## src/rtl/cpu6_pkg.sv

```systemverilog
// Shared definitions for the 6-bit CPU datapath: widths, ALU opcodes and the
// writeback entry layout.
package cpu6_pkg;

  localparam int unsigned DATA_W = 6;
  localparam int unsigned ADDR_W = 2;
  localparam int unsigned REG_N  = 4;
  localparam int unsigned CNT_W  = 8;

  typedef enum logic [2:0] {
    OP_ADD  = 3'd0,
    OP_SUB  = 3'd1,
    OP_AND  = 3'd2,
    OP_OR   = 3'd3,
    OP_XOR  = 3'd4,
    OP_NOT  = 3'd5,
    OP_SHL  = 3'd6,
    OP_SHR  = 3'd7
  } opcode_e;

  typedef struct packed {
    logic [ADDR_W-1:0] dst;
    logic [DATA_W-1:0] data;
  } wb_entry_t;

endpackage

```

## src/rtl/wb_out_fifo.sv

```systemverilog
// Two-entry synchronous FIFO (no fall-through) with occupancy count,
// synchronous flush and asynchronous reset.
module wb_out_fifo
  import cpu6_pkg::*;
#(
  parameter type entry_t = wb_entry_t
) (
  input  logic       clk_i,
  input  logic       rst_i,
  input  logic       flush_i,
  input  logic       push_i,
  input  entry_t     push_entry_i,
  input  logic       pop_i,
  output logic [1:0] count_o,
  output logic       valid_o,
  output entry_t     head_o
);

  entry_t     mem_q [2];
  logic       wr_ptr_q;
  logic       rd_ptr_q;
  logic [1:0] count_q;
  logic [1:0] count_d;
  logic       do_push;
  logic       do_pop;

  assign do_push = push_i & (count_q != 2'd2);
  assign do_pop  = pop_i & (count_q != 2'd0);

  always_comb begin
    count_d = count_q + 2'(do_push) - 2'(do_pop);
  end

  always_ff @(posedge clk_i or posedge rst_i) begin
    if (rst_i) begin
      for (int unsigned i = 0; i < 2; i++) mem_q[i] <= '0;
      wr_ptr_q <= 1'b0;
      rd_ptr_q <= 1'b0;
      count_q  <= '0;
    end else if (flush_i) begin
      wr_ptr_q <= 1'b0;
      rd_ptr_q <= 1'b0;
      count_q  <= '0;
    end else begin
      if (do_push) begin
        mem_q[wr_ptr_q] <= push_entry_i;
        wr_ptr_q        <= ~wr_ptr_q;
      end
      if (do_pop) rd_ptr_q <= ~rd_ptr_q;
      count_q <= count_d;
    end
  end

  assign count_o = count_q;
  assign valid_o = (count_q != 2'd0);
  assign head_o  = mem_q[rd_ptr_q];

endmodule

```

## src/rtl/alu_writeback.sv

```systemverilog
// ALU writeback stage: register file with write forwarding, zero flag,
// retire counter and a tagged result stream through a 2-entry output FIFO.
module alu_writeback #(
  parameter int unsigned DATA_W = cpu6_pkg::DATA_W,
  parameter int unsigned REG_N  = cpu6_pkg::REG_N,
  parameter int unsigned ADDR_W = cpu6_pkg::ADDR_W,
  parameter int unsigned CNT_W  = cpu6_pkg::CNT_W
) (
  input  logic              clk,
  input  logic              reset,
  input  logic              res_valid,
  output logic              res_ready,
  input  logic [DATA_W-1:0] res_data,
  input  logic              res_zf,
  input  logic [ADDR_W-1:0] res_dst,
  input  logic              flush,
  input  logic [ADDR_W-1:0] rd_addr_a,
  output logic [DATA_W-1:0] rd_data_a,
  input  logic [ADDR_W-1:0] rd_addr_b,
  output logic [DATA_W-1:0] rd_data_b,
  output logic              flag_zero_q,
  output logic [CNT_W-1:0]  retire_cnt,
  output logic              out_valid,
  input  logic              out_ready,
  output logic [ADDR_W-1:0] out_dst,
  output logic [DATA_W-1:0] out_data
);
  import cpu6_pkg::*;

  typedef struct packed {
    logic [ADDR_W-1:0] dst;
    logic [DATA_W-1:0] data;
  } entry_t;

  logic [DATA_W-1:0] regs_q [REG_N];
  logic [CNT_W-1:0]  retire_cnt_q;
  logic [CNT_W-1:0]  retire_cnt_d;
  logic              accept;
  logic [1:0]        fifo_count;
  entry_t            push_entry;
  entry_t            head_entry;

  // Ready depends only on registered occupancy and flush, never on out_ready.
  assign res_ready    = ~flush & (fifo_count != 2'd2);
  assign accept       = res_valid & res_ready;
  assign retire_cnt_d = retire_cnt_q + CNT_W'(1);

  always_ff @(posedge clk or posedge reset) begin
    if (reset) begin
      for (int unsigned i = 0; i < REG_N; i++) regs_q[i] <= '0;
      flag_zero_q  <= 1'b0;
      retire_cnt_q <= '0;
    end else if (accept) begin
      regs_q[res_dst] <= res_data;
      flag_zero_q     <= res_zf;
      retire_cnt_q    <= retire_cnt_d;
    end
  end

  always_comb begin
    rd_data_a = regs_q[rd_addr_a];
    rd_data_b = regs_q[rd_addr_b];
    if (accept && (rd_addr_a == res_dst)) rd_data_a = res_data;
    if (accept && (rd_addr_b == res_dst)) rd_data_b = res_data;
  end

  assign push_entry = '{dst: res_dst, data: res_data};

  wb_out_fifo #(
    .entry_t (entry_t)
  ) u_out_fifo (
    .clk_i        (clk),
    .rst_i        (reset),
    .flush_i      (flush),
    .push_i       (accept),
    .push_entry_i (push_entry),
    .pop_i        (out_ready),
    .count_o      (fifo_count),
    .valid_o      (out_valid),
    .head_o       (head_entry)
  );

  assign retire_cnt = retire_cnt_q;
  assign out_dst    = head_entry.dst;
  assign out_data   = head_entry.data;

endmodule

```

## config.mk

```make
export PLATFORM = sky130hd
export DESIGN_NAME = alu_writeback
export DESIGN_NICKNAME = d
export VERILOG_FILES = /design/src/rtl/cpu6_pkg.sv /design/src/rtl/wb_out_fifo.sv /design/src/rtl/alu_writeback.sv
export SDC_FILE = /design/constraint.sdc
export NUM_CORES = 1
export LEC_CHECK = 0
export BUFFER_PORTS_ARGS = -buffer_cell sky130_fd_sc_hd__buf_2
export CORE_UTILIZATION = 60
export DETAILED_ROUTE_END_ITERATION = 6
export GPL_ROUTABILITY_DRIVEN = 0
export GPL_TIMING_DRIVEN = 0
export PLACE_DENSITY = 0.85
export SYNTH_ARGS = -nofsm -noshare
export SYNTH_HDL_FRONTEND = slang
export SYNTH_SLANG_ARGS = --single-unit
```

## constraint.sdc

```tcl
create_clock -name clk -period 5.2 [get_ports clk]
set_input_delay 1.04 -clock clk [delete_from_list [all_inputs] [get_ports clk]]
set_output_delay 1.04 -clock clk [all_outputs]
set_load 0.02 [all_outputs]
```

==> flow_summary.html, run 1 <==
<table>
<tr><th>Metric</th><th>Value</th></tr>
<tr><th colspan="2">Route</th></tr>
<tr><td>Drt wl/cell</td><td>17.4 um</td></tr>
<tr><td>Antenna-violating nets left</td><td>0</td></tr>
<tr><td>First-pass DRT Iterations</td><td>4</td></tr>
<tr><td>Detailed Route WL</td><td>approximately 5200 um</td></tr>
<tr><td>Initial DRC count</td><td>around 120</td></tr>
<tr><td>DRC errors left</td><td>0</td></tr>
<tr><td>Via count normalized by instance count</td><td>5.80</td></tr>
<tr><td>Total vias in the final route</td><td>between 1500 and 2000</td></tr>
<tr><th colspan="2">Run status</th></tr>
<tr><td>Status</td><td>finished clean</td></tr>
<tr><th colspan="2">Placed design</th></tr>
<tr><td>Placed cells</td><td>288</td></tr>
<tr><td>Half-perimeter wire length after placement</td><td>around 3700 um</td></tr>
<tr><td>Post-Place Worst Slack</td><td>~1.6 ns</td></tr>
<tr><td>Number of buffer cells added on primary ports</td><td>42</td></tr>
<tr><td>Cell area reported after detailed placement</td><td>slightly above 3000 sq um</td></tr>
<tr><th colspan="2">STA</th></tr>
<tr><td>Post-layout min period</td><td>between 3 and 4 ns</td></tr>
<tr><td>Tightest Pin Transition</td><td>roughly 0.6 ns</td></tr>
<tr><td>Worst relative slew slack</td><td>0.606</td></tr>
<tr><td>Final total negative setup slack</td><td>0 ns</td></tr>
<tr><td>Setup repair after global routing missed its margin</td><td>false</td></tr>
<tr><td>Final count of negative-setup-slack endpoints</td><td>0</td></tr>
<tr><td>Share of the cycle needed by the critical path after routing</td><td>0.702</td></tr>
<tr><td>Hold Vio Cnt, Final</td><td>0</td></tr>
<tr><td>Crit path setup slack, layout</td><td>~1.5 ns</td></tr>
<tr><td>Skew final</td><td>0.00234 ns</td></tr>
<tr><td>Number of max-slew violations in the final report</td><td>0</td></tr>
<tr><td>Achievable Freq</td><td>~270 MHz</td></tr>
<tr><th colspan="2">Global route</th></tr>
<tr><td>Grt ovf</td><td>0</td></tr>
<tr><td>GRT met1 Usage</td><td>0.331</td></tr>
<tr><td>GR Layer Usage met2</td><td>0.375</td></tr>
<tr><td>Global-route wire length before repair</td><td>8800 um</td></tr>
<tr><td>Largest net degree at the start of global routing</td><td>31</td></tr>
<tr><td>Gr usage total</td><td>0.234</td></tr>
<tr><td>Number of antenna violations at the first check in global routing</td><td>0</td></tr>
<tr><td>Met3 layer usage reported by global route</td><td>0.0476</td></tr>
<tr><td>Busiest grt layer</td><td>met2</td></tr>
<tr><td>Number of global-route vias before repair</td><td>roughly 1700</td></tr>
<tr><th colspan="2">Clocking</th></tr>
<tr><td>Bufs on Longest Clock Path</td><td>2</td></tr>
<tr><td>Register clock-pin slew on the reported worst setup and hold paths</td><td>roughly 0.08 ns</td></tr>
<tr><td>Post-CTS setup buffer count</td><td>0</td></tr>
<tr><td>Number of gates given a new drive strength after cts</td><td>0</td></tr>
<tr><td>Clk Latency, worst-skew pair</td><td>between 0.2 and 0.3 ns</td></tr>
<tr><td>Number of sinks handled by clock tree synthesis</td><td>53</td></tr>
<tr><td>CTS tree</td><td>built</td></tr>
<tr><td>Buffer cell driving the clock tree root</td><td>clkbuf_8</td></tr>
<tr><td>H-tree lvl count</td><td>2</td></tr>
<tr><td>Number of hold-repair buffers added at the cts stage</td><td>0</td></tr>
<tr><td>Number of buffers created by CTS</td><td>5</td></tr>
<tr><th colspan="2">Setup path</th></tr>
<tr><td>Critical path endpoint category</td><td>output port</td></tr>
<tr><td>Slowest cell on the critical path</td><td>nand4_1</td></tr>
<tr><td>Critical path start-end classification</td><td>in2out</td></tr>
<tr><td>Crit path buffers/inverters</td><td>3</td></tr>
<tr><td>Ordered list of cells on the worst path</td><td>buf_2 -&gt; nor2b_1 -&gt; clkbuf_1 -&gt; nand4_1 -&gt; mux2_2 -&gt; buf_2</td></tr>
<tr><td>Max incr delay on CP</td><td>0.44 ns</td></tr>
<tr><td>Required @ worst endpoint</td><td>approximately 4.2 ns</td></tr>
<tr><td>Crit path arrival time</td><td>approximately 2.6 ns</td></tr>
<tr><td>Max FO, Critical Path</td><td>8</td></tr>
<tr><td>Critical path's most frequent cell</td><td>buf_2</td></tr>
<tr><td>Kind of cell with the highest combined delay on the critical path</td><td>buffers and inverters</td></tr>
<tr><td>Type of element launching the critical path</td><td>input port</td></tr>
<tr><th colspan="2">Synthesis</th></tr>
<tr><td>Number of warnings printed during yosys synthesis</td><td>0</td></tr>
<tr><td>Cell count after synthesis</td><td>193</td></tr>
<tr><td>Synth Area per Inst</td><td>14.3 sq um</td></tr>
<tr><td>Seq cells post-synth</td><td>53</td></tr>
<tr><td>Count of different cell masters after synthesis</td><td>30</td></tr>
<tr><td>Total nets after synthesis</td><td>about 210</td></tr>
<tr><td>Sequential cell area fraction in the yosys report</td><td>0.479</td></tr>
<tr><td>Post-synth design cell area</td><td>2770 sq um</td></tr>
<tr><th colspan="2">Finish</th></tr>
<tr><td>Diode insertion count for antenna repair</td><td>0</td></tr>
<tr><td>Fill count</td><td>between 200 and 300</td></tr>
<tr><td>Fin nets</td><td>~260</td></tr>
<tr><td>Area taken by flip-flops and latches</td><td>~1300 sq um</td></tr>
<tr><td>Multi-input combinational cell area</td><td>~1400 sq um</td></tr>
<tr><td>Layout overhead on the synthesized area</td><td>13.6%</td></tr>
<tr><td>Non-filler instance count after layout</td><td>roughly 300</td></tr>
<tr><td>Share of layout cells above drive strength 1</td><td>0.541</td></tr>
<tr><td>Layout Cell Area excl Fill</td><td>between 3000 and 4000 sq um</td></tr>
<tr><th colspan="2">Power</th></tr>
<tr><td>Clk pwr share</td><td>0.132</td></tr>
<tr><td>Fraction of power spent switching nets</td><td>0.356</td></tr>
<tr><td>Post-route total power</td><td>about 1.6 mW</td></tr>
<tr><td>Power density over the cells</td><td>between 500 and 600 nW/um^2</td></tr>
<tr><td>Comb power frac</td><td>0.440</td></tr>
<tr><td>Highest ir drop seen on vdd</td><td>approximately 320 uV</td></tr>
<tr><td>Sequential share of power</td><td>0.428</td></tr>
<tr><td>Internal power of the cells</td><td>about 1.1 mW</td></tr>
<tr><td>Reported net switching power</td><td>between 0.5 and 0.6 mW</td></tr>
<tr><td>Leakage</td><td>between 1 and 1.5 nW</td></tr>
<tr><th colspan="2">Worst hold path</th></tr>
<tr><td>Worst hold path type</td><td>reg2reg</td></tr>
<tr><th colspan="2">Floorplanning</th></tr>
<tr><td>Core Footprint</td><td>about 4400 sq um</td></tr>
<tr><td>Number of core rows</td><td>24</td></tr>
<tr><td>Width of the chip</td><td>around 70 um</td></tr>
<tr><td>Number of top-level design ports</td><td>49</td></tr>
<tr><td>Total die area</td><td>a little under 5000 sq um</td></tr>
<tr><td>Die outline height</td><td>approximately 70 um</td></tr>
<tr><td>Starting utilization of the core area</td><td>0.631</td></tr>
<tr><th colspan="2">Job</th></tr>
<tr><td>Max cap viols</td><td>0</td></tr>
</table>
==> final timing paths <==
path | startpoint | endpoint | slack (ns) | cells after the start
max reg2reg | u_out_fifo.count_o[1]$_DFF_PP0_ | regs_q[12]$_DFFE_PP0P_ | 3.33 | 4
max in group asynchronous | reset | u_out_fifo.mem_q[2]$_DFFE_PP0P_ | 3.91 | 3
max | flush | rd_data_b[4] | 1.55 | 6
min in group asynchronous | reset | retire_cnt[7]$_DFFE_PP0P_ | 0.77 | 2
min reg2reg | retire_cnt[7]$_DFFE_PP0P_ | retire_cnt[7]$_DFFE_PP0P_ | 0.46 | 1
min | retire_cnt[7]$_DFFE_PP0P_ | retire_cnt[7]$_DFFE_PP0P_ | 0.46 | 1
==> cell usage after synthesis <==
master	n	share of area
inv_1	3	0.0041
nand3_1	3	0.0054
dfrtp_1	53	0.48
nand4b_1	2	0.0063
or2_2	1	0.0023
nor3_2	1	0.0036
mux2_4	6	0.033
and2_1	2	0.0045
xor2_1	5	0.016
nand2b_1	1	0.0023
nor3_4	1	0.0059
clkbuf_1	7	0.0095
and3_1	1	0.0023
mux2_2	56	0.23
a21oi_1	1	0.0018
xnor2_1	8	0.025
nor2_1	4	0.0054
ha_1	3	0.014
nor2b_1	3	0.0068
a21o_1	1	0.0027
nand4_1	5	0.011
nand2_1	2	0.0027
or4_4	1	0.0041
nor3_1	2	0.0036
mux4_2	12	0.098
or2b_1	1	0.0027
nor4_1	2	0.0045
buf_6	2	0.0081
o21a_1	1	0.0027
buf_2	3	0.0054
==> layout by cell type, fill, tap and decap left out, types with 3 or more instances in the layout <==
cell type,count
buf_2,45
clkbuf_8,5
clkbuf_1,10
mux2_2,56
nand4_1,5
xnor2_1,8
nand3_1,3
dfrtp_1,53
ha_1,3
nor2_1,4
xor2_1,5
mux2_4,6
mux4_2,12
nor2b_1,3
==> cell families (layout without fill, tap and decap cells) <==
family,count (synthesis),count (layout),synth area share
xor gates and xnor gates,13,13,0.0411
muxes,74,74,0.358
and+or+nand+nor,32,32,0.0737
buffers and inverters,15,66,0.0271
DFF,53,53,0.479
adders and majority gates,3,3,0.0136
AOI/OAI and AO/OA,3,3,0.00723
==> worst reg2reg max path: stages (launching register included) <==
cell	delay [ns]
dfrtp_1	0.43
or2b_1	0.16
clkbuf_1	0.31
nand4b_1	0.44
mux2_2	0.41
==> area by class of cell <==
class | count | area share
multi-input combinational | 125 | 0.435
sequential | 53 | 0.422
timing repair buffer | 43 | 0.0732
clock buffer | 8 | 0.0255
tap | 52 | 0.0207
buffer | 12 | 0.0203
inverter | 3 | 0.00358
==> metrics by stage <==
step	utilization	hold WS, ns
floorplan	-	0.474
global placement	0.694	0.453
detailed placement	0.699	0.451
CTS	0.717	0.471
global route	0.717	0.491
finish	0.717	0.464
==> sequential cells by signal, indices dropped and copies added, names as in the netlist <==
name	flops
u_out_fifo.mem_q	16
u_out_fifo.wr_ptr_q	1
u_out_fifo.count_o	2
u_out_fifo.rd_ptr_q	1
retire_cnt	8
regs_q	24
flag_zero_q	1
==> power groups by stage <==
stage | logic [mW] | clock network (mW) | registers (mW)
after floorplan | 0.528 | 0 | 0.705
after global placement | 0.706 | 0 | 0.695
after detailed placement | 0.726 | 0 | 0.708
after CTS | 0.728 | 0.222 | 0.701
after global routing | 0.780 | 0.245 | 0.725
final | 0.721 | 0.217 | 0.702
==> per-layer routing <==
metal	wire [um]	up-vias	part of all wire
met5	0	-	0
met3	176	5	0.034
met2	2590	36	0.50
met1	2330	868	0.45
li1	-	807	-
met4	52	0	0.010
(Power assumes the default switching activity.)
==> run 2, diff against run 1 <==
--- a/config.mk
+++ b/config.mk
@@ -5,12 +5,13 @@
 export SDC_FILE = /design/constraint.sdc
 export NUM_CORES = 1
 export LEC_CHECK = 0
+export ABC_AREA = 1
 export BUFFER_PORTS_ARGS = -buffer_cell sky130_fd_sc_hd__buf_2
-export CORE_UTILIZATION = 60
+export CORE_UTILIZATION = 57
 export DETAILED_ROUTE_END_ITERATION = 6
 export GPL_ROUTABILITY_DRIVEN = 0
 export GPL_TIMING_DRIVEN = 0
-export PLACE_DENSITY = 0.85
+export PLACE_DENSITY = 0.8
 export SYNTH_ARGS = -nofsm -noshare
 export SYNTH_HDL_FRONTEND = slang
 export SYNTH_SLANG_ARGS = --single-unit
==> constraint.sdc (replaced) <==
create_clock -name clk -period 3.8 [get_ports clk]
set_input_delay 0.76 -clock clk [delete_from_list [all_inputs] [get_ports clk]]
set_output_delay 0.76 -clock clk [all_outputs]
set_load 0.02 [all_outputs]
==> flow_summary.html, run 2 <==
<table>
<tr><th>Metric</th><th>Value</th></tr>
<tr><th colspan="2">Run status</th></tr>
<tr><td>Status</td><td>finished clean</td></tr>
<tr><th colspan="2">Setup path</th></tr>
<tr><td>Type of element launching the critical path</td><td>input port</td></tr>
<tr><td>Crit path buffers/inverters</td><td>5 (+2)</td></tr>
<tr><td>Critical path endpoint category</td><td>output port</td></tr>
<tr><td>Critical path start-end classification</td><td>in2out</td></tr>
<tr><td>Flop2flop setup slack</td><td>2.28 ns (-1.05 ns)</td></tr>
<tr><td>Crit path arrival time</td><td>1.89 ns (-0.72 ns)</td></tr>
<tr><td>Max incr delay on CP</td><td>0.17 ns (-0.27 ns)</td></tr>
<tr><td>Critical path origin</td><td>flush</td></tr>
<tr><td>Kind of cell with the highest combined delay on the critical path</td><td>buffers and inverters</td></tr>
<tr><td>Max FO, Critical Path</td><td>10 (+2)</td></tr>
<tr><td>Required @ worst endpoint</td><td>3.04 ns (-1.12 ns)</td></tr>
<tr><td>Slowest cell on the critical path</td><td>buf_6</td></tr>
<tr><td>Logic depth of the worst setup path including buffers</td><td>9 (+3)</td></tr>
<tr><td>Startpoint of the worst register-to-register path</td><td>u_out_fifo.count_o[1]$_DFF_PP0_</td></tr>
<tr><td>Capturing point of the worst reg2reg path</td><td>u_out_fifo.count_o[1]$_DFF_PP0_</td></tr>
<tr><td>Cells on worst reg2reg path</td><td>8 (+4)</td></tr>
<tr><td>Ordered list of cells on the worst path</td><td>buf_2 -&gt; inv_2 -&gt; nand3_4 -&gt; inv_6 -&gt; buf_6 -&gt; nand2_2 -&gt; nand2_1 -&gt; nand2_1 -&gt; buf_2</td></tr>
<tr><td>Critical path capture point</td><td>rd_data_b[5]</td></tr>
<tr><th colspan="2">Floorplanning</th></tr>
<tr><td>Number of core rows</td><td>26 (+8.3%)</td></tr>
<tr><td>Number of top-level design ports</td><td>49 (unchanged)</td></tr>
<tr><td>Total die area</td><td>5680 sq um (+16%)</td></tr>
<tr><td>Core Footprint</td><td>5140 sq um (+17%)</td></tr>
<tr><td>Die outline height</td><td>75.3 um (+7.8%)</td></tr>
<tr><td>Starting utilization of the core area</td><td>0.596 (-0.0349)</td></tr>
<tr><td>Width of the chip</td><td>75.3 um (+7.8%)</td></tr>
<tr><th colspan="2">Power</th></tr>
<tr><td>Internal power of the cells</td><td>1.23 mW (+17%)</td></tr>
<tr><td>Reported net switching power</td><td>0.924 mW (+58%)</td></tr>
<tr><td>Leakage</td><td>1.93 nW (+35%)</td></tr>
<tr><td>Sequential share of power</td><td>0.431 (+0.003)</td></tr>
<tr><td>Fraction of power spent switching nets</td><td>0.428 (+0.0725)</td></tr>
<tr><td>Comb power frac</td><td>0.424 (-0.016)</td></tr>
<tr><td>Highest ir drop seen on vdd</td><td>362 uV (+12%)</td></tr>
<tr><td>Clk pwr share</td><td>0.145 (+0.013)</td></tr>
<tr><td>Power density over the cells</td><td>621 nW/um^2 (+19%)</td></tr>
<tr><th colspan="2">Route</th></tr>
<tr><td>Drt wl/cell</td><td>13.9 um (-20%)</td></tr>
<tr><td>Antenna-violating nets left</td><td>0 (unchanged)</td></tr>
<tr><td>Detailed Route WL</td><td>7440 um (+44%)</td></tr>
<tr><td>Via count normalized by instance count</td><td>5.40 (-6.9%)</td></tr>
<tr><td>Total vias in the final route</td><td>2898 (+69%)</td></tr>
<tr><td>First-pass DRT Iterations</td><td>5 (+1)</td></tr>
<tr><td>DRC errors left</td><td>0 (unchanged)</td></tr>
<tr><td>Initial DRC count</td><td>244 (+100%)</td></tr>
<tr><th colspan="2">Finish</th></tr>
<tr><td>Diode insertion count for antenna repair</td><td>0 (unchanged)</td></tr>
<tr><td>Utilization after layout</td><td>0.676 (-0.0404)</td></tr>
<tr><td>Most common cell after layout, fill and taps aside</td><td>nand2_1</td></tr>
<tr><td>Fin nets</td><td>487 (+84%)</td></tr>
<tr><td>Layout Cell Area excl Fill</td><td>3480 sq um (+11%)</td></tr>
<tr><td>Non-filler instance count after layout</td><td>537 (+81%)</td></tr>
<tr><td>Layout overhead on the synthesized area</td><td>13.4%</td></tr>
<tr><td>Biggest register</td><td>regs_q</td></tr>
<tr><td>Share of layout cells above drive strength 1</td><td>0.193 (-0.348)</td></tr>
<tr><td>Max FFs per register</td><td>24 (unchanged)</td></tr>
<tr><td>Commonest non-fill, non-tap cells in the layout</td><td>182 x nand2_1, 53 x dfrtp_1, 51 x buf_2</td></tr>
<tr><th colspan="2">Synthesis</th></tr>
<tr><td>Top_reg_cell synth</td><td>dfrtp_1</td></tr>
<tr><td>Share of synthesized cell area in and, or, nand and nor gates</td><td>0.345 (+0.272)</td></tr>
<tr><td>Share of synthesized area spent on multiplexers</td><td>0 (-0.358)</td></tr>
<tr><td>Sequential cell area fraction in the yosys report</td><td>0.433 (-0.0466)</td></tr>
<tr><td>Post-synth EDFFs</td><td>0 (unchanged)</td></tr>
<tr><td>Post-synth ARST share</td><td>1.00 (unchanged)</td></tr>
<tr><td>Synth Area per Inst</td><td>7.40 sq um (-48%)</td></tr>
<tr><td>Post-synth design cell area</td><td>3070 sq um (+11%)</td></tr>
<tr><td>Number of warnings printed during yosys synthesis</td><td>0 (unchanged)</td></tr>
<tr><td>Top post-synthesis cells by count</td><td>182 x nand2_1, 53 x dfrtp_1, 33 x inv_1, 24 x o211ai_1, 22 x o21ai_1</td></tr>
<tr><td>Area share of the largest cell type after synthesis</td><td>0.433 (-0.0466)</td></tr>
<tr><td>Adder-cell share of the synthesized area</td><td>0.0122 (-0.00132)</td></tr>
<tr><td>Synthesized-area fraction occupied by xor and xnor cells</td><td>0.00857 (-0.0326)</td></tr>
<tr><td>Most frequent cell after synthesis</td><td>nand2_1</td></tr>
<tr><td>Share of the synthesized area in compound gates (AO/OA/AOI/OAI)</td><td>0.101 (+0.0940)</td></tr>
<tr><td>Leading cell types by total area after synthesis</td><td>dfrtp_1 43%, nand2_1 22%, o211ai_1 5.9%</td></tr>
<tr><td>Dominant combinational cell family by area after synthesis</td><td>simple AND/OR/NAND/NOR gates</td></tr>
<tr><td>Total nets after synthesis</td><td>435 (+100%)</td></tr>
<tr><td>Seq cells post-synth</td><td>53 (unchanged)</td></tr>
<tr><td>Cell count after synthesis</td><td>414 (+110%)</td></tr>
<tr><td>Count of different cell masters after synthesis</td><td>28 (-6.7%)</td></tr>
<tr><td>Dominant cell type by area after synthesis</td><td>dfrtp_1</td></tr>
<tr><th colspan="2">Clocking</th></tr>
<tr><td>Number of buffers created by CTS</td><td>5 (unchanged)</td></tr>
<tr><td>Number of sinks handled by clock tree synthesis</td><td>53 (unchanged)</td></tr>
<tr><td>Buffer cell driving the clock tree root</td><td>clkbuf_8</td></tr>
<tr><td>CTS tree</td><td>built</td></tr>
<tr><td>Register clock-pin slew on the reported worst setup and hold paths</td><td>0.09 ns (about the same)</td></tr>
<tr><td>Number of gates given a new drive strength after cts</td><td>0 (unchanged)</td></tr>
<tr><td>Bufs on Longest Clock Path</td><td>2 (unchanged)</td></tr>
<tr><td>Number of hold-repair buffers added at the cts stage</td><td>0 (unchanged)</td></tr>
<tr><td>Clk Latency, worst-skew pair</td><td>0.31 ns (+0.02 ns)</td></tr>
<tr><td>H-tree lvl count</td><td>2 (unchanged)</td></tr>
<tr><td>Post-CTS setup buffer count</td><td>0 (unchanged)</td></tr>
<tr><th colspan="2">Placed design</th></tr>
<tr><td>Half-perimeter wire length after placement</td><td>5570 um (+52%)</td></tr>
<tr><td>Cell area reported after detailed placement</td><td>3390 sq um (+11%)</td></tr>
<tr><td>Number of buffer cells added on primary ports</td><td>44 (+4.8%)</td></tr>
<tr><td>Placed cells</td><td>529 (+84%)</td></tr>
<tr><th colspan="2">Global route</th></tr>
<tr><td>Gr usage total</td><td>0.291 (+0.0571)</td></tr>
<tr><td>Number of global-route vias before repair</td><td>2567 (+49%)</td></tr>
<tr><td>Grt ovf</td><td>0 (unchanged)</td></tr>
<tr><td>Global-route wire length before repair</td><td>12100 um (+38%)</td></tr>
<tr><td>Largest net degree at the start of global routing</td><td>33 (+6.5%)</td></tr>
<tr><td>Number of antenna violations at the first check in global routing</td><td>0 (unchanged)</td></tr>
<tr><th colspan="2">STA</th></tr>
<tr><td>Final total negative setup slack</td><td>0 ns (unchanged)</td></tr>
<tr><td>Share of the cycle needed by the critical path after routing</td><td>0.697</td></tr>
<tr><td>Skew final</td><td>0.00581 ns (+0.00347 ns)</td></tr>
<tr><td>Setup repair after global routing missed its margin</td><td>false</td></tr>
<tr><td>Achievable Freq</td><td>between 300 and 400 MHz</td></tr>
<tr><td>Minimum hold slack</td><td>0.454 ns (-0.00979 ns)</td></tr>
<tr><td>Hold Vio Cnt, Final</td><td>0 (unchanged)</td></tr>
<tr><td>Tightest Pin Transition</td><td>0.475 ns (-0.113 ns)</td></tr>
<tr><td>Worst relative slew slack</td><td>0.683 (+0.0769)</td></tr>
<tr><td>Post-layout min period</td><td>roughly 2.6 ns</td></tr>
<tr><td>Final count of negative-setup-slack endpoints</td><td>0 (unchanged)</td></tr>
<tr><td>Number of max-slew violations in the final report</td><td>0 (unchanged)</td></tr>
<tr><th colspan="2">Job</th></tr>
<tr><td>Max cap viols</td><td>0 (unchanged)</td></tr>
<tr><th colspan="2">Worst hold path</th></tr>
<tr><td>Worst hold path type</td><td>in2async</td></tr>
</table>
==> run 2: cell count changes in the layout (fill, tap and decap cells not counted), sizes merged, moves of 4 or more <==
cell,change
nand2,+189
mux2,-62
inv,+38
o21ai,+25
o211ai,+24
nand3,+17
buf,+15
nand4,+14
mux4,-12
clkbuf,-6
xnor2,-6
nor2,+5
xor2,-4
==> run 2: worst reg2reg max path, delay by kind of cell, from the launching register on <==
family          cells  cell delay (ns)
compound gates      1             0.15
simple gates        3             0.32
buf+inv             3             0.37
flops               1             0.42
fa+ha+maj           1             0.15
==> run 2: kinds of logic (layout without fill, tap and decap cells) <==
family                   after synthesis  in the layout
flip-flops                            53             53
buffers and inverters                 62            115
XOR/XNOR                               3              3
adder cells (fa/ha/maj)                3              3
AND/OR/NAND/NOR                      243            243
AO/OA/AOI/OAI                         50             50
==> run 2: power groups by stage <==
| stage | logic, mW | clock network [mW] | registers (mW) |
|---|---|---|---|
| finish | 0.916 | 0.312 | 0.929 |
| global route | 1.03 | 0.336 | 0.956 |
| CTS | 0.920 | 0.317 | 0.926 |
| detailed placement | 0.918 | 0 | 0.935 |
| global placement | 0.888 | 0 | 0.926 |
| floorplan | 0.627 | 0 | 0.937 |
==> run 2: cell type report <==
| class | instances | area [sq um] |
|---|---|---|
| clock buffers | 7 | 76.3 |
| multi-input cells | 299 | 1430 |
| well taps | 70 | 87.6 |
| flip-flops and latches | 53 | 1330 |
| repair buffers | 45 | 240 |
| plain buffers | 20 | 144 |
| clock inverters | 1 | 7.51 |
| inverters | 42 | 163 |
| fillers | 494 | 1660 |
==> run 2: worst min path at each step <==
stage                                startpoint                          endpoint
after global placement    regs_q[1]$_DFFE_PP0P_             regs_q[1]$_DFFE_PP0P_
after floorplan           regs_q[0]$_DFFE_PP0P_             regs_q[0]$_DFFE_PP0P_
final                                     reset  u_out_fifo.mem_q[14]$_DFFE_PP0P_
after CTS                                 reset   u_out_fifo.mem_q[6]$_DFFE_PP0P_
after global routing                      reset   u_out_fifo.mem_q[6]$_DFFE_PP0P_
after detailed placement  regs_q[2]$_DFFE_PP0P_             regs_q[2]$_DFFE_PP0P_
==> run 2: per-layer routing <==
layer	track usage	share of wire	vias to the layer above
met5	0	0	-
met4	0.105	0.019	0
met3	0.0476	0.046	14
met2	0.468	0.48	91
met1	0.401	0.46	1354
li1	-	-	1439
==> run 2: metrics by stage <==
stage                     setup WS [ns]  power [mW]
after floorplan                    1.45        1.56
after global placement             1.11        1.81
after detailed placement           1.16        1.85
after CTS                          1.16        2.16
after global routing               1.06        2.32
final                              1.15        2.16
==> run 3, diff against run 2 <==
--- a/config.mk
+++ b/config.mk
@@ -7,11 +7,11 @@
 export LEC_CHECK = 0
 export ABC_AREA = 1
 export BUFFER_PORTS_ARGS = -buffer_cell sky130_fd_sc_hd__buf_2
-export CORE_UTILIZATION = 57
+export CORE_UTILIZATION = 51
 export DETAILED_ROUTE_END_ITERATION = 6
 export GPL_ROUTABILITY_DRIVEN = 0
 export GPL_TIMING_DRIVEN = 0
-export PLACE_DENSITY = 0.8
+export PLACE_DENSITY = 0.76
 export SYNTH_ARGS = -nofsm -noshare
 export SYNTH_HDL_FRONTEND = slang
 export SYNTH_SLANG_ARGS = --single-unit
==> constraint.sdc (replaced) <==
create_clock -name clk -period 2.35 [get_ports clk]
set_input_delay 0.47 -clock clk [delete_from_list [all_inputs] [get_ports clk]]
set_output_delay 0.47 -clock clk [all_outputs]
set_load 0.02 [all_outputs]
==> flow_summary.html, run 3 (synthesis results as in run 2) <==
<table>
<tr><th>Metric</th><th>Value</th></tr>
<tr><th colspan="2">STA</th></tr>
<tr><td>Setup repair after global routing missed its margin</td><td>false</td></tr>
<tr><td>Final count of negative-setup-slack endpoints</td><td>0 (unchanged)</td></tr>
<tr><td>Post-layout min period</td><td>2.22 ns</td></tr>
<tr><td>Number of max-slew violations in the final report</td><td>0 (unchanged)</td></tr>
<tr><td>Skew final</td><td>0.00664 ns (+0.000827 ns)</td></tr>
<tr><td>Tightest Pin Transition</td><td>0.460 ns (-0.0149 ns)</td></tr>
<tr><td>Minimum hold slack</td><td>0.0840 ns (-0.370 ns)</td></tr>
<tr><td>Hold Vio Cnt, Final</td><td>0 (unchanged)</td></tr>
<tr><td>Crit path setup slack, layout</td><td>0.132 ns (-1.02 ns)</td></tr>
<tr><td>Worst relative slew slack</td><td>0.693 (+0.0104)</td></tr>
<tr><td>Achievable Freq</td><td>approximately 450 MHz</td></tr>
<tr><td>Final total negative setup slack</td><td>0 ns (unchanged)</td></tr>
<tr><td>Share of the cycle needed by the critical path after routing</td><td>0.944</td></tr>
<tr><th colspan="2">Worst hold path</th></tr>
<tr><td>Worst hold path type</td><td>in2async</td></tr>
<tr><th colspan="2">Setup path</th></tr>
<tr><td>Critical path endpoint category</td><td>output port</td></tr>
<tr><td>Max incr delay on CP</td><td>0.41 ns (+0.24 ns)</td></tr>
<tr><td>Type of element launching the critical path</td><td>flop</td></tr>
<tr><td>Slowest cell on the critical path</td><td>dfrtp_1</td></tr>
<tr><td>Ordered list of cells on the worst path</td><td>nand2_2 -&gt; nand3_4 -&gt; inv_8 -&gt; buf_6 -&gt; nand2_2 -&gt; nand2_1 -&gt; nand2_1 -&gt; buf_2</td></tr>
<tr><td>Max FO, Critical Path</td><td>10 (unchanged)</td></tr>
<tr><td>Critical path start-end classification</td><td>reg2out</td></tr>
<tr><td>Required @ worst endpoint</td><td>1.88 ns (-1.16 ns)</td></tr>
<tr><td>Crit path arrival time</td><td>1.75 ns (-0.14 ns)</td></tr>
<tr><td>Flop2flop setup slack</td><td>0.74 ns (-1.54 ns)</td></tr>
<tr><th colspan="2">Power</th></tr>
<tr><td>Clk pwr share</td><td>0.173 (+0.028)</td></tr>
<tr><td>Fraction of power spent switching nets</td><td>0.416 (-0.0122)</td></tr>
<tr><td>Internal power of the cells</td><td>2.11 mW (+71%)</td></tr>
<tr><td>Post-route total power</td><td>3.62 mW (+68%)</td></tr>
<tr><td>Power density over the cells</td><td>1030 nW/um^2 (+66%)</td></tr>
<tr><td>Leakage</td><td>1.95 nW (+1.4%)</td></tr>
<tr><td>Comb power frac</td><td>0.414 (-0.010)</td></tr>
<tr><td>Reported net switching power</td><td>1.50 mW (+63%)</td></tr>
<tr><td>Highest ir drop seen on vdd</td><td>558 uV (+54%)</td></tr>
<tr><td>Sequential share of power</td><td>0.413 (-0.018)</td></tr>
<tr><th colspan="2">Route</th></tr>
<tr><td>Antenna-violating nets left</td><td>0 (unchanged)</td></tr>
<tr><td>Initial DRC count</td><td>262 (+7.4%)</td></tr>
<tr><td>Total vias in the final route</td><td>2935 (+1.3%)</td></tr>
<tr><td>First-pass DRT Iterations</td><td>4 (-1)</td></tr>
<tr><td>Via count normalized by instance count</td><td>5.44 (+0.71%)</td></tr>
<tr><td>Detailed Route WL</td><td>7770 um (+4.4%)</td></tr>
<tr><td>Drt wl/cell</td><td>14.4 um (+3.8%)</td></tr>
<tr><td>DRC errors left</td><td>0 (unchanged)</td></tr>
<tr><th colspan="2">Global route</th></tr>
<tr><td>Number of antenna violations at the first check in global routing</td><td>0 (unchanged)</td></tr>
<tr><td>Busiest grt layer</td><td>met2</td></tr>
<tr><td>Number of global-route vias before repair</td><td>2776 (+8.1%)</td></tr>
<tr><td>GRT met1 Usage</td><td>0.365 (-0.0359)</td></tr>
<tr><td>GR Layer Usage met2</td><td>0.462 (-0.00672)</td></tr>
<tr><td>Gr usage total</td><td>0.276 (-0.0152)</td></tr>
<tr><td>Largest net degree at the start of global routing</td><td>44 (+33%)</td></tr>
<tr><td>Met3 layer usage reported by global route</td><td>0.0411 (-0.00648)</td></tr>
<tr><td>Global-route wire length before repair</td><td>13400 um (+10%)</td></tr>
<tr><td>Grt ovf</td><td>0 (unchanged)</td></tr>
<tr><th colspan="2">Floorplanning</th></tr>
<tr><td>Die outline height</td><td>79.5 um (+5.6%)</td></tr>
<tr><td>Number of core rows</td><td>27 (+3.8%)</td></tr>
<tr><td>Total die area</td><td>6330 sq um (+11%)</td></tr>
<tr><td>Core Footprint</td><td>5640 sq um (+9.8%)</td></tr>
<tr><td>Width of the chip</td><td>79.5 um (+5.6%)</td></tr>
<tr><td>Starting utilization of the core area</td><td>0.543 (-0.0530)</td></tr>
<tr><td>Number of top-level design ports</td><td>49 (unchanged)</td></tr>
<tr><th colspan="2">Finish</th></tr>
<tr><td>Fill count</td><td>545 (+10%)</td></tr>
<tr><td>Layout overhead on the synthesized area</td><td>14.8%</td></tr>
<tr><td>Commonest non-fill, non-tap cells in the layout</td><td>182 x nand2_1, 53 x dfrtp_1, 51 x buf_2</td></tr>
<tr><td>Max FFs per register</td><td>24 (unchanged)</td></tr>
<tr><td>Multi-input combinational cell area</td><td>1430 sq um (unchanged)</td></tr>
<tr><td>Area taken by flip-flops and latches</td><td>1330 sq um (unchanged)</td></tr>
<tr><td>Utilization after layout</td><td>0.624 (-0.0528)</td></tr>
<tr><td>Biggest register</td><td>regs_q</td></tr>
<tr><td>Most common cell after layout, fill and taps aside</td><td>nand2_1</td></tr>
<tr><td>Non-filler instance count after layout</td><td>540 (+0.56%)</td></tr>
<tr><td>Diode insertion count for antenna repair</td><td>0 (unchanged)</td></tr>
<tr><td>Share of layout cells above drive strength 1</td><td>0.199 (+0.00600)</td></tr>
<tr><td>Layout Cell Area excl Fill</td><td>3520 sq um (+1.2%)</td></tr>
<tr><td>Fin nets</td><td>488 (+0.21%)</td></tr>
<tr><th colspan="2">Clocking</th></tr>
<tr><td>H-tree lvl count</td><td>2 (unchanged)</td></tr>
<tr><td>Bufs on Longest Clock Path</td><td>2 (unchanged)</td></tr>
<tr><td>Clk Latency, worst-skew pair</td><td>0.31 ns (about the same)</td></tr>
<tr><td>Number of sinks handled by clock tree synthesis</td><td>53 (unchanged)</td></tr>
<tr><td>Number of hold-repair buffers added at the cts stage</td><td>0 (unchanged)</td></tr>
<tr><td>CTS tree</td><td>built</td></tr>
<tr><td>Number of buffers created by CTS</td><td>5 (unchanged)</td></tr>
<tr><td>Register clock-pin slew on the reported worst setup and hold paths</td><td>0.10 ns (about the same)</td></tr>
<tr><td>Buffer cell driving the clock tree root</td><td>clkbuf_8</td></tr>
<tr><th colspan="2">Placed design</th></tr>
<tr><td>Cell area reported after detailed placement</td><td>3400 sq um (about the same)</td></tr>
<tr><td>Number of buffer cells added on primary ports</td><td>44 (unchanged)</td></tr>
<tr><td>Post-Place Worst Slack</td><td>0.230 ns (-0.931 ns)</td></tr>
<tr><td>Placed cells</td><td>531 (+0.38%)</td></tr>
<tr><td>Half-perimeter wire length after placement</td><td>5690 um (+2.2%)</td></tr>
<tr><th colspan="2">Run status</th></tr>
<tr><td>Status</td><td>finished clean</td></tr>
<tr><th colspan="2">Job</th></tr>
<tr><td>Max cap viols</td><td>0 (unchanged)</td></tr>
</table>
==> run 3: area by class of cell <==
cell class | count | share of cell area
buffer | 20 | 0.0409
clock buffer | 5 | 0.0196
clock inverter | 3 | 0.0124
inverter | 42 | 0.0469
multi-input combinational | 299 | 0.407
sequential | 53 | 0.377
tap | 72 | 0.0256
timing repair buffer | 46 | 0.0704
==> run 3: what timing repair did <==
item                       in CTS  in global routing
resized for setup               0                  1
setup endpoints to repair       0                  3
setup buffers                   0                  1
==> run 3: layer usage <==
metal	vias up	part of all wire	wire length [um]
li1	1438	-	-
met1	1368	0.43	3380
met2	117	0.49	3790
met3	12	0.064	499
met4	0	0.013	102
met5	-	0	0
==> run 3: power by group through the flow <==
| stage | sequential, mW | clock [mW] | combinational [mW] |
|---|---|---|---|
| final | 1.49 | 0.627 | 1.50 |
| after CTS | 1.49 | 0.640 | 1.50 |
| after global routing | 1.54 | 0.667 | 1.69 |
| after floorplan | 1.52 | 0 | 1.01 |
| after detailed placement | 1.50 | 0 | 1.49 |
| after global placement | 1.49 | 0 | 1.44 |
==> run 3: worst paths after layout <==
check                                                 from                               to  cells after the start
hold reg to reg                      regs_q[4]$_DFFE_PP0P_            regs_q[4]$_DFFE_PP0P_                      2
setup / recovery           u_out_fifo.count_o[1]$_DFF_PP0_                     rd_data_b[3]                      8
setup reg to reg           u_out_fifo.count_o[1]$_DFF_PP0_  u_out_fifo.count_o[1]$_DFF_PP0_                     11
hold / removal                                       reset        retire_cnt[1]$_DFFE_PP0P_                      2
max in group asynchronous                            reset            regs_q[9]$_DFFE_PP0P_                      3
min in group clk                                     flush  u_out_fifo.count_o[0]$_DFF_PP0_                      2
==> run 3: worst max-delay path, delay by kind of cell, from the launching register on <==
| family | cells | cell delay (ns) |
|---|---|---|
| buf+inv | 3 | 0.45 |
| simple gates | 5 | 0.57 |
| flops | 1 | 0.41 |
